**src/rtl/conv_window_sequencer_pkg.sv**
```systemverilog
// Shared operand-width defaults and index-width helper for the convolution window sequencer.
package conv_window_sequencer_pkg;

    localparam int BIT_LENGTH_DEF = 8;
    localparam int PORT_COUNT_DEF = 3;

    // Index width that stays at least one bit for single-entry buffers.
    function automatic int idx_bits(input int n);
        return (n > 1) ? $clog2(n) : 1;
    endfunction

endpackage

```
**src/rtl/conv_row_buffer.sv**
```systemverilog
// Kernel row store: registered write, combinational read; out-of-range writes dropped, reads return zero.
// One-cycle write latency, no backpressure.
module conv_row_buffer
    import conv_window_sequencer_pkg::*;
#(
    parameter int DW   = 24,
    parameter int ROWS = 3
) (
    input  logic                      Clk,
    input  logic                      Rst,
    input  logic                      wr_en,
    input  logic [idx_bits(ROWS)-1:0] wr_row,
    input  logic [DW-1:0]             wr_pixel,
    input  logic [DW-1:0]             wr_weight,
    input  logic [idx_bits(ROWS)-1:0] rd_row,
    output logic [DW-1:0]             rd_pixel,
    output logic [DW-1:0]             rd_weight
);

    logic [DW-1:0] pix_mem [ROWS];
    logic [DW-1:0] wt_mem  [ROWS];

    always_ff @(posedge Clk) begin
        if (Rst) begin
            for (int r = 0; r < ROWS; r++) begin
                pix_mem[r] <= '0;
                wt_mem[r]  <= '0;
            end
        end else if (wr_en && (32'(wr_row) < 32'(ROWS))) begin
            pix_mem[wr_row] <= wr_pixel;
            wt_mem[wr_row]  <= wr_weight;
        end
    end

    always_comb begin
        rd_pixel  = '0;
        rd_weight = '0;
        if (32'(rd_row) < 32'(ROWS)) begin
            rd_pixel  = pix_mem[rd_row];
            rd_weight = wt_mem[rd_row];
        end
    end

endmodule

```
**src/rtl/conv_window_sequencer.sv**
```systemverilog
// Walks one kernel window through the multiplier lanes row by row, then requests and captures the final sum.
// Next row issues one cycle after all lanes report done; every wait state is bounded by TIMEOUT.
module conv_window_sequencer
    import conv_window_sequencer_pkg::*;
#(
    parameter int BIT_LENGTH = BIT_LENGTH_DEF,
    parameter int PORT_COUNT = PORT_COUNT_DEF,
    parameter int ROWS       = 3,
    parameter int TIMEOUT    = 255
) (
    input  logic                             Clk,
    input  logic                             Rst,
    input  logic                             wr_en,
    input  logic [idx_bits(ROWS)-1:0]        wr_row,
    input  logic [PORT_COUNT*BIT_LENGTH-1:0] wr_pixel,
    input  logic [PORT_COUNT*BIT_LENGTH-1:0] wr_weight,
    input  logic                             start,
    output logic [PORT_COUNT*BIT_LENGTH-1:0] multiplier_out,
    output logic [PORT_COUNT*BIT_LENGTH-1:0] multiplicand_out,
    output logic [PORT_COUNT-1:0]            mStart,
    input  logic [PORT_COUNT-1:0]            mReady,
    output logic                             finalAdd,
    input  logic                             cReady,
    input  logic [2*BIT_LENGTH-1:0]          cSum,
    output logic [2*BIT_LENGTH-1:0]          result,
    output logic                             result_valid,
    output logic                             busy,
    output logic                             error
);

    localparam int DW    = PORT_COUNT * BIT_LENGTH;
    localparam int ROW_W = idx_bits(ROWS);
    localparam int CNT_W = $clog2(TIMEOUT + 1);
    localparam logic [ROW_W-1:0] LAST_ROW  = ROW_W'(ROWS - 1);
    localparam logic [CNT_W-1:0] LAST_WAIT = CNT_W'(TIMEOUT - 1);

    typedef enum logic [2:0] {
        IDLE     = 3'd0,
        ISSUE    = 3'd1,
        WAIT_MUL = 3'd2,
        FINAL    = 3'd3,
        WAIT_SUM = 3'd4,
        DONE     = 3'd5
    } state_t;

    state_t            state;
    logic [ROW_W-1:0]  row;
    logic [CNT_W-1:0]  wait_cnt;
    logic [PORT_COUNT-1:0] sticky;
    logic [ROW_W-1:0]  rd_row;
    logic [DW-1:0]     rd_pixel;
    logic [DW-1:0]     rd_weight;
    logic              buf_wr;
    logic              lanes_done;

    // Only IDLE may touch the buffer; the read port looks at the row about to be issued.
    assign buf_wr     = wr_en && (state == IDLE);
    assign rd_row     = (state == WAIT_MUL) ? row + ROW_W'(1) : '0;
    assign lanes_done = &(sticky | mReady);

    conv_row_buffer #(
        .DW   (DW),
        .ROWS (ROWS)
    ) u_row_buffer (
        .Clk       (Clk),
        .Rst       (Rst),
        .wr_en     (buf_wr),
        .wr_row    (wr_row),
        .wr_pixel  (wr_pixel),
        .wr_weight (wr_weight),
        .rd_row    (rd_row),
        .rd_pixel  (rd_pixel),
        .rd_weight (rd_weight)
    );

    always_ff @(posedge Clk) begin
        if (Rst) begin
            state            <= IDLE;
            row              <= '0;
            wait_cnt         <= '0;
            sticky           <= '0;
            multiplier_out   <= '0;
            multiplicand_out <= '0;
            mStart           <= '0;
            finalAdd         <= 1'b0;
            result           <= '0;
            result_valid     <= 1'b0;
            busy             <= 1'b0;
            error            <= 1'b0;
        end else begin
            mStart       <= '0;
            finalAdd     <= 1'b0;
            result_valid <= 1'b0;
            error        <= 1'b0;
            case (state)
                IDLE: begin
                    if (wr_en && (32'(wr_row) >= 32'(ROWS))) begin
                        error <= 1'b1;
                    end
                    if (start) begin
                        row              <= '0;
                        state            <= ISSUE;
                        busy             <= 1'b1;
                        mStart           <= '1;
                        multiplier_out   <= rd_pixel;
                        multiplicand_out <= rd_weight;
                    end
                end
                ISSUE: begin
                    sticky   <= '0;
                    wait_cnt <= '0;
                    state    <= WAIT_MUL;
                end
                WAIT_MUL: begin
                    if (lanes_done) begin
                        if (row != LAST_ROW) begin
                            row              <= row + ROW_W'(1);
                            state            <= ISSUE;
                            mStart           <= '1;
                            multiplier_out   <= rd_pixel;
                            multiplicand_out <= rd_weight;
                        end else begin
                            state    <= FINAL;
                            finalAdd <= 1'b1;
                        end
                    end else if (wait_cnt == LAST_WAIT) begin
                        state            <= IDLE;
                        busy             <= 1'b0;
                        error            <= 1'b1;
                        multiplier_out   <= '0;
                        multiplicand_out <= '0;
                    end else begin
                        wait_cnt <= wait_cnt + CNT_W'(1);
                        sticky   <= sticky | mReady;
                    end
                end
                FINAL: begin
                    wait_cnt <= '0;
                    state    <= WAIT_SUM;
                end
                WAIT_SUM: begin
                    if (cReady) begin
                        result       <= cSum;
                        result_valid <= 1'b1;
                        state        <= DONE;
                    end else if (wait_cnt == LAST_WAIT) begin
                        state            <= IDLE;
                        busy             <= 1'b0;
                        error            <= 1'b1;
                        multiplier_out   <= '0;
                        multiplicand_out <= '0;
                    end else begin
                        wait_cnt <= wait_cnt + CNT_W'(1);
                    end
                end
                DONE: begin
                    state            <= IDLE;
                    busy             <= 1'b0;
                    multiplier_out   <= '0;
                    multiplicand_out <= '0;
                end
                default: begin
                    state <= IDLE;
                    busy  <= 1'b0;
                end
            endcase
            // Writes and starts while a window is in flight are rejected, not queued.
            if ((state != IDLE) && (start || wr_en)) begin
                error <= 1'b1;
            end
        end
    end

endmodule
```
**config.mk**
```make
export PLATFORM = sky130hd
export DESIGN_NAME = conv_window_sequencer
export DESIGN_NICKNAME = d
export VERILOG_FILES = /design/src/rtl/conv_window_sequencer_pkg.sv /design/src/rtl/conv_row_buffer.sv /design/src/rtl/conv_window_sequencer.sv
export SDC_FILE = /design/constraint.sdc
export NUM_CORES = 1
export LEC_CHECK = 0
export CAP_MARGIN = 15
export CORE_MARGIN = 8
export CORE_UTILIZATION = 57
export CTS_CLUSTER_DIAMETER = 150
export CTS_CLUSTER_SIZE = 8
export DETAILED_ROUTE_END_ITERATION = 7
export HOLD_SLACK_MARGIN = 0.06
export PLACE_DENSITY_LB_ADDON = 0.08
export SETUP_SLACK_MARGIN = 0.3
export SLEW_MARGIN = 25
export SYNTH_ARGS = -nofsm -noshare
export SYNTH_HDL_FRONTEND = slang
export SYNTH_HIERARCHICAL = 1
export SYNTH_SLANG_ARGS = --single-unit
```
**constraint.sdc**
```tcl
create_clock -name Clk -period 7.56 [get_ports Clk]
set_clock_uncertainty 0.1 [all_clocks]
set_input_delay 1.512 -clock Clk [delete_from_list [all_inputs] [get_ports Clk]]
set_output_delay 1.512 -clock Clk [all_outputs]
set_load 0.02 [all_outputs]
```
After elaboration in Yosys (flattened, before gate mapping):

Memory sizes are Yosys's and may differ from the RTL's.
Cells that the tools add are included.

* add/subtract/negate cells: 2
* magnitude comparators: 3
* equal/unequal tests: 14
* multiplexer cells: 60
* bitwise operators: 5
* reduce and logical (&&, ||, !) cells: 23

Operators by type and width (number)
* 2-to-1 mux 24 bit: 14
* one-hot mux 24 bit (4 select lines): 2
* OR reduction 24 bit: 2
* 2-to-1 mux 3 bit: 9
* 2-to-1 mux 8 bit: 3
* one-hot mux 8 bit (3 select lines): 1
* 2-to-1 mux 1 bit: 18
* one-hot mux 3 bit (5 select lines): 1
* 2-to-1 mux 2 bit: 7
* inequality test 2 bit (second input constant): 6
* one-hot mux 3 bit (2 select lines): 2
* AND reduction 4 bit: 3
* AND reduction 3 bit: 3
* adder 8 x 1 -> 8 bit (second input constant): 1
* equality test 8 bit (second input constant): 1
* equality test 3 x 2 -> 1 bit (second input constant): 2
* equality test 3 bit (second input constant): 2
* nonzero test 3 bit: 2
* logical AND 1 bit: 4
* < comparator 2 bit (second input constant): 2
* inverter 1 bit: 4
* one-hot mux 1 bit (4 select lines): 1
* one-hot mux 2 bit (2 select lines): 1
* nonzero test 2 bit: 2
* other kinds (13): 14

* register bits after elaboration: 87
* memory bits (writable): 144
* output and inout port bits: 71
* logic and storage cells: 121
* memories kept: 2

Memories
* u_row_buffer.pix_mem: words 3, bits a word 24, read ports 1, clocked after memory_dff 0, write ports 3, RTL line conv_row_buffer.sv:20 `logic [DW-1:0] pix_mem [ROWS];`
* u_row_buffer.wt_mem: words 3, bits a word 24, read ports 1, clocked after memory_dff 0, write ports 3, RTL line conv_row_buffer.sv:21 `logic [DW-1:0] wt_mem [ROWS];`

Depth between registers and ports, before layout:

* depth in word-level cells: 8
* depth in mapped cells: 9
* depth with buffers taken out: 7

Modules after synthesis:

The synthesis kept the hierarchy.

Modules (own cells, without submodules)
* conv_row_buffer: instances 1, cells each 482, area each 6467.5 um2
* conv_window_sequencer: instances 1, cells each 311, area each 3089.2 um2

Worst setup path before layout:

OpenSTA, ideal clock, no wires.

* path kind: input-to-reg
* start: input wr_en
* end: memory u_row_buffer.pix_mem[1][0] (enable)
* setup time: 0.464 ns
* data arrival time: 4.371 ns
* data required time: 6.996 ns
* setup slack: 2.626 ns
* stages: 5
* buffers on the path: 2
* path through: and3_1 buf_2 buf_4 inv_1 o21bai_1

RTL lines
* start: declaration: RTL line conv_window_sequencer.sv:13 `input logic wr_en,`
* end: declaration: RTL line conv_row_buffer.sv:20

==> summary.log <==
[drt] post-detailed-route DRC marker count 0
[yosys] commonest register cell after synthesis edfxtp_1
[placement] port buffer count 144
[floorplanning] Die ar. 21200 um^2
[worst_setup_path] Slowest-stage cell, CP and3_2
[yosys] top cells by area, synth edfxtp_1 45%, dfxtp_1 18%, nor2_1 6.2%
[drt] number of violations reported at the end of detailed-routing iteration 0 579
[finish] final std cells w/o fill 1164
[yosys] number of standard cells after synthesis 793
[cts] maximum buffer depth of the clock tree 3
[power] Static Leakage 4.08 nW
[cts] H-tree depth 2
[finish] nets 997
[outcome] run status finished, final reports clean
[yosys] number of synthesized register bits 229
[power] power per cell area 258 nW/um^2
[cts] clock buffers created by TritonCTS 34
[placement] Placed Cells incl. Taps 1104
[worst_setup_path] sequence of cells on the critical path clkdlybuf4s50_1 -> and3_2 -> inv_1 -> o21bai_4 -> buf_4
[yosys] average size of a mapped cell 12.1 um^2
[worst_setup_path] startpoint class of the critical path primary input
[grt] overall routing resource usage 20.8%
[finish] ANT cells 0
[cts] post-CTS setup buffer count 0
[finish] fill cell total of the finished layout 1119
[sta] final number of max-transition violations 0
[grt] wire length of the first global-routing pass 36000 um
[cts] CTS Sinks 229
[finish] Area Growth Syn to Fin 25.9%
[floorplanning] core area 16500 um^2
[sta] setup repair after global routing missed its margin false
[sta] Setup TNS Final 0 ps
[worst_setup_path] source of the worst register-to-register timing path state[0]$_SDFFE_PP0N_
[yosys] proportion of register bits with asynchronous set or reset after synthesis 0%
[sta] fmax 228 MHz
[sta] Slew HR 30.0%
[worst_setup_path] kind of cell adding the most delay to the critical path buffers and inverters
[cts] Clk Tree Root Cell clkbuf_16
[power] Switch Pwr 708 uW
[power] switching portion of total power 22.9%
[power] Cell Int Power 2.39 mW
[finish] multi-input logic area 3200 um^2
[worst_setup_path] biggest cell delay along the critical path 850 ps
[sta] transition time at the pin with the least slew margin 1050 ps
[yosys] Post-Syn Area 9560 um^2
[grt] remaining global-route overflow 0
[floorplanning] Die X-Extent 145 um
[sta] fin crit share 58.0%
[floorplanning] number of top-level pins 145
[power] sequential group share of total power 46.1%
[cts] post-CTS sizing 0
[finish] register cell area after layout 6030 um^2
[power] share of power burned in the clock network 44.0%
[worst_setup_path] critical path startpoint wr_en
[sta] final setup vio count 0
[yosys] top-area cell type share of the netlist area 45.2%
[grt] initial antenna violation count 1
[cts] source-to-sink clock delay at the later pin of the worst-skew pair 480 ps
[min_path] startpoint of the tightest hold check path result[14]$_SDFFE_PP0P_
[cts] CTS Hold Buffers Added 0
[sta] final-layout worst hold slack 356 ps
[worst_setup_path] required time at the worst-slack endpoint 7590 ps
[drt] Avg Vias per Cell 5.74
[floorplanning] vertical die dimension 145 um
[sta] final hold violation count 0
[finish] proportion of layout cells with a drive suffix above 1 7.94%
[min_path] kind of path behind the tightest hold check register to register
[grt] maximum number of pins on one net before global-route repair 55
[floorplanning] initial core utilization 58.0%
[drt] routed length per placed instance 19.2 um
[drt] Routed WL 22300 um
[yosys] number of distinct library cells after synthesis 53
[worst_setup_path] start-to-end type of the worst setup path primary input to register
[placement] half-perimeter wire length after detailed placement 13400 um
[placement] area post-placement 11100 um^2
[power] Worst VDD drop 164 uV
[drt] total number of vias 6685
[yosys] syn_nets 870
[grt] via count of the first global-routing pass 7054
[worst_setup_path] total buffers and inverters traversed by the critical path 3
[finish] area of all placed cells without fillers 12000 um^2
[floorplanning] Site Rows 47
[flow_run] count of max-cap constraint violations 0
[placement] Final GP Congestion 0.948
[yosys] number of flops mapped to enable cells by yosys 144
[cts] clock tree from TritonCTS yes
[yosys] Yosys top cell by area edfxtp_1
[drt] number of nets still failing antenna checks after routing 0
[power] Gate power share 9.9%
[drt] first-pass iteration count of the detailed router 5
[yosys] count of yosys warnings during synthesis 6
[worst_setup_path] WP data arrival 4410 ps
[worst_setup_path] Worst setup EP type register
[sta] final critical-path required period 4380 ps
[finish] fraction of the core area covered by cells at the end of the flow 73.1%
[worst_setup_path] crit-path max FO 49
[cts] clock input transition at the sequential cells of the worst setup and hold paths 50 ps
[yosys] sequential-to-total area share from yosys stat 63.1%
routing by layer:
metal / part of all wire, % / track usage [%] / vias up
li1: - / - / 3170
met1: 41 / 24.8 / 3216
met2: 49 / 36.3 / 270
met3: 8.5 / 6.06 / 27
met4: 1.2 / 5.10 / 2
met5: 0.058 / 0 / -
flip-flops by register name, summed over array words and instances, names as in the netlist:
name and flops:
row 2, state 3, mStart 1, busy 1
error 1, finalAdd 1, u_row_buffer/wt_mem 72, u_row_buffer/pix_mem 72
multiplier_out 24, multiplicand_out 24, result_valid 1, result 16
sticky 3, wait_cnt 8
Yosys cell counts (3+ instances only):
cell type and number:
o2bb2ai_1 48, edfxtp_1 144, o21bai_1 4, nand2b_1 4, buf_2 13, buf_6 5
xnor2_1 6, nand3b_1 48, ha_1 3, nand3_1 3, inv_1 8, mux2i_1 48
nand2_1 35, nor2_2 9, a211oi_1 5, buf_4 8, or3_1 3, clkbuf_1 33
nor3_1 3, a21oi_1 26, a22o_1 48, nand4_1 4, nor2_1 157, a2111oi_0 3
a31oi_1 3, dfxtp_1 85, o21ai_0 5
final cells by class:
cell class                      count  area share, %
Clock buffer                       58           8.00
Multi-Input combinational cell    491           26.6
Tap cell                          220           2.29
Timing Repair Buffer              156           12.7
Inverter                            8          0.250
Clock inverter                      2          0.114
Sequential cell                   229           50.1
logic make-up (layout without fill, tap and decap cells):
logic type / after synthesis / after routing / synth area share [%]
adders and majority gates: 3 / 3 / 0.393
muxes: 48 / 48 / 5.03
AOI/OAI and AO/OA: 154 / 154 / 12.6
buffers and inverters: 73 / 224 / 4.20
and+or+nand+nor: 280 / 280 / 14.1
DFF: 229 / 229 / 63.1
xor gates and xnor gates: 6 / 6 / 0.550
worst reg2reg max path: stages (launching register included):
cell and delay [ps]:
dfxtp_1 430, nor2_1 390, and3_2 910, inv_1 360
o21bai_4 670, buf_4 510
worst paths after layout:
kind,to,slack (ps),depth (start not counted)
max reg2reg,u_row_buffer/wt_mem[0][9]$_SDFFCE_PN0P_,3830,5
min,result[14]$_SDFFE_PP0P_,360,2
min reg2reg,result[14]$_SDFFE_PP0P_,360,2
max,u_row_buffer/wt_mem[0][9]$_SDFFCE_PN0P_,3180,5
power groups by stage:
stage | sequential [mW] | clock, mW | combinational [mW]
3_5_place_dp | 1.45 | 0 | 0.306
5_1_grt | 1.43 | 1.44 | 0.329
6_report | 1.43 | 1.36 | 0.306
2_1_floorplan | 1.47 | 0 | 0.163
4_1_cts | 1.43 | 1.39 | 0.308
3_3_place_gp | 1.45 | 0 | 0.300
layout by cell type, fill, tap and decap left out, types with 6 or more instances in the layout:
cell             count
clkdlybuf4s50_1    143
nor2_2               9
clkbuf_1            23
inv_1                8
nand2_1             35
edfxtp_1           144
nand3b_1            48
nor2_1             155
buf_4               12
clkbuf_16           35
a21oi_1             26
o2bb2ai_1           48
a22o_1              48
mux2i_1             48
xnor2_1              6
dfxtp_1             85
per-stage QoR:
stage / worst slack, ps / power (mW)
4_1_cts: 3200 / 3.12
2_1_floorplan: 2630 / 1.63
6_report: 3180 / 3.10
5_1_grt: 2980 / 3.20
3_3_place_gp: 2740 / 1.75
3_5_place_dp: 2710 / 1.76
(Power assumes the default switching activity.)
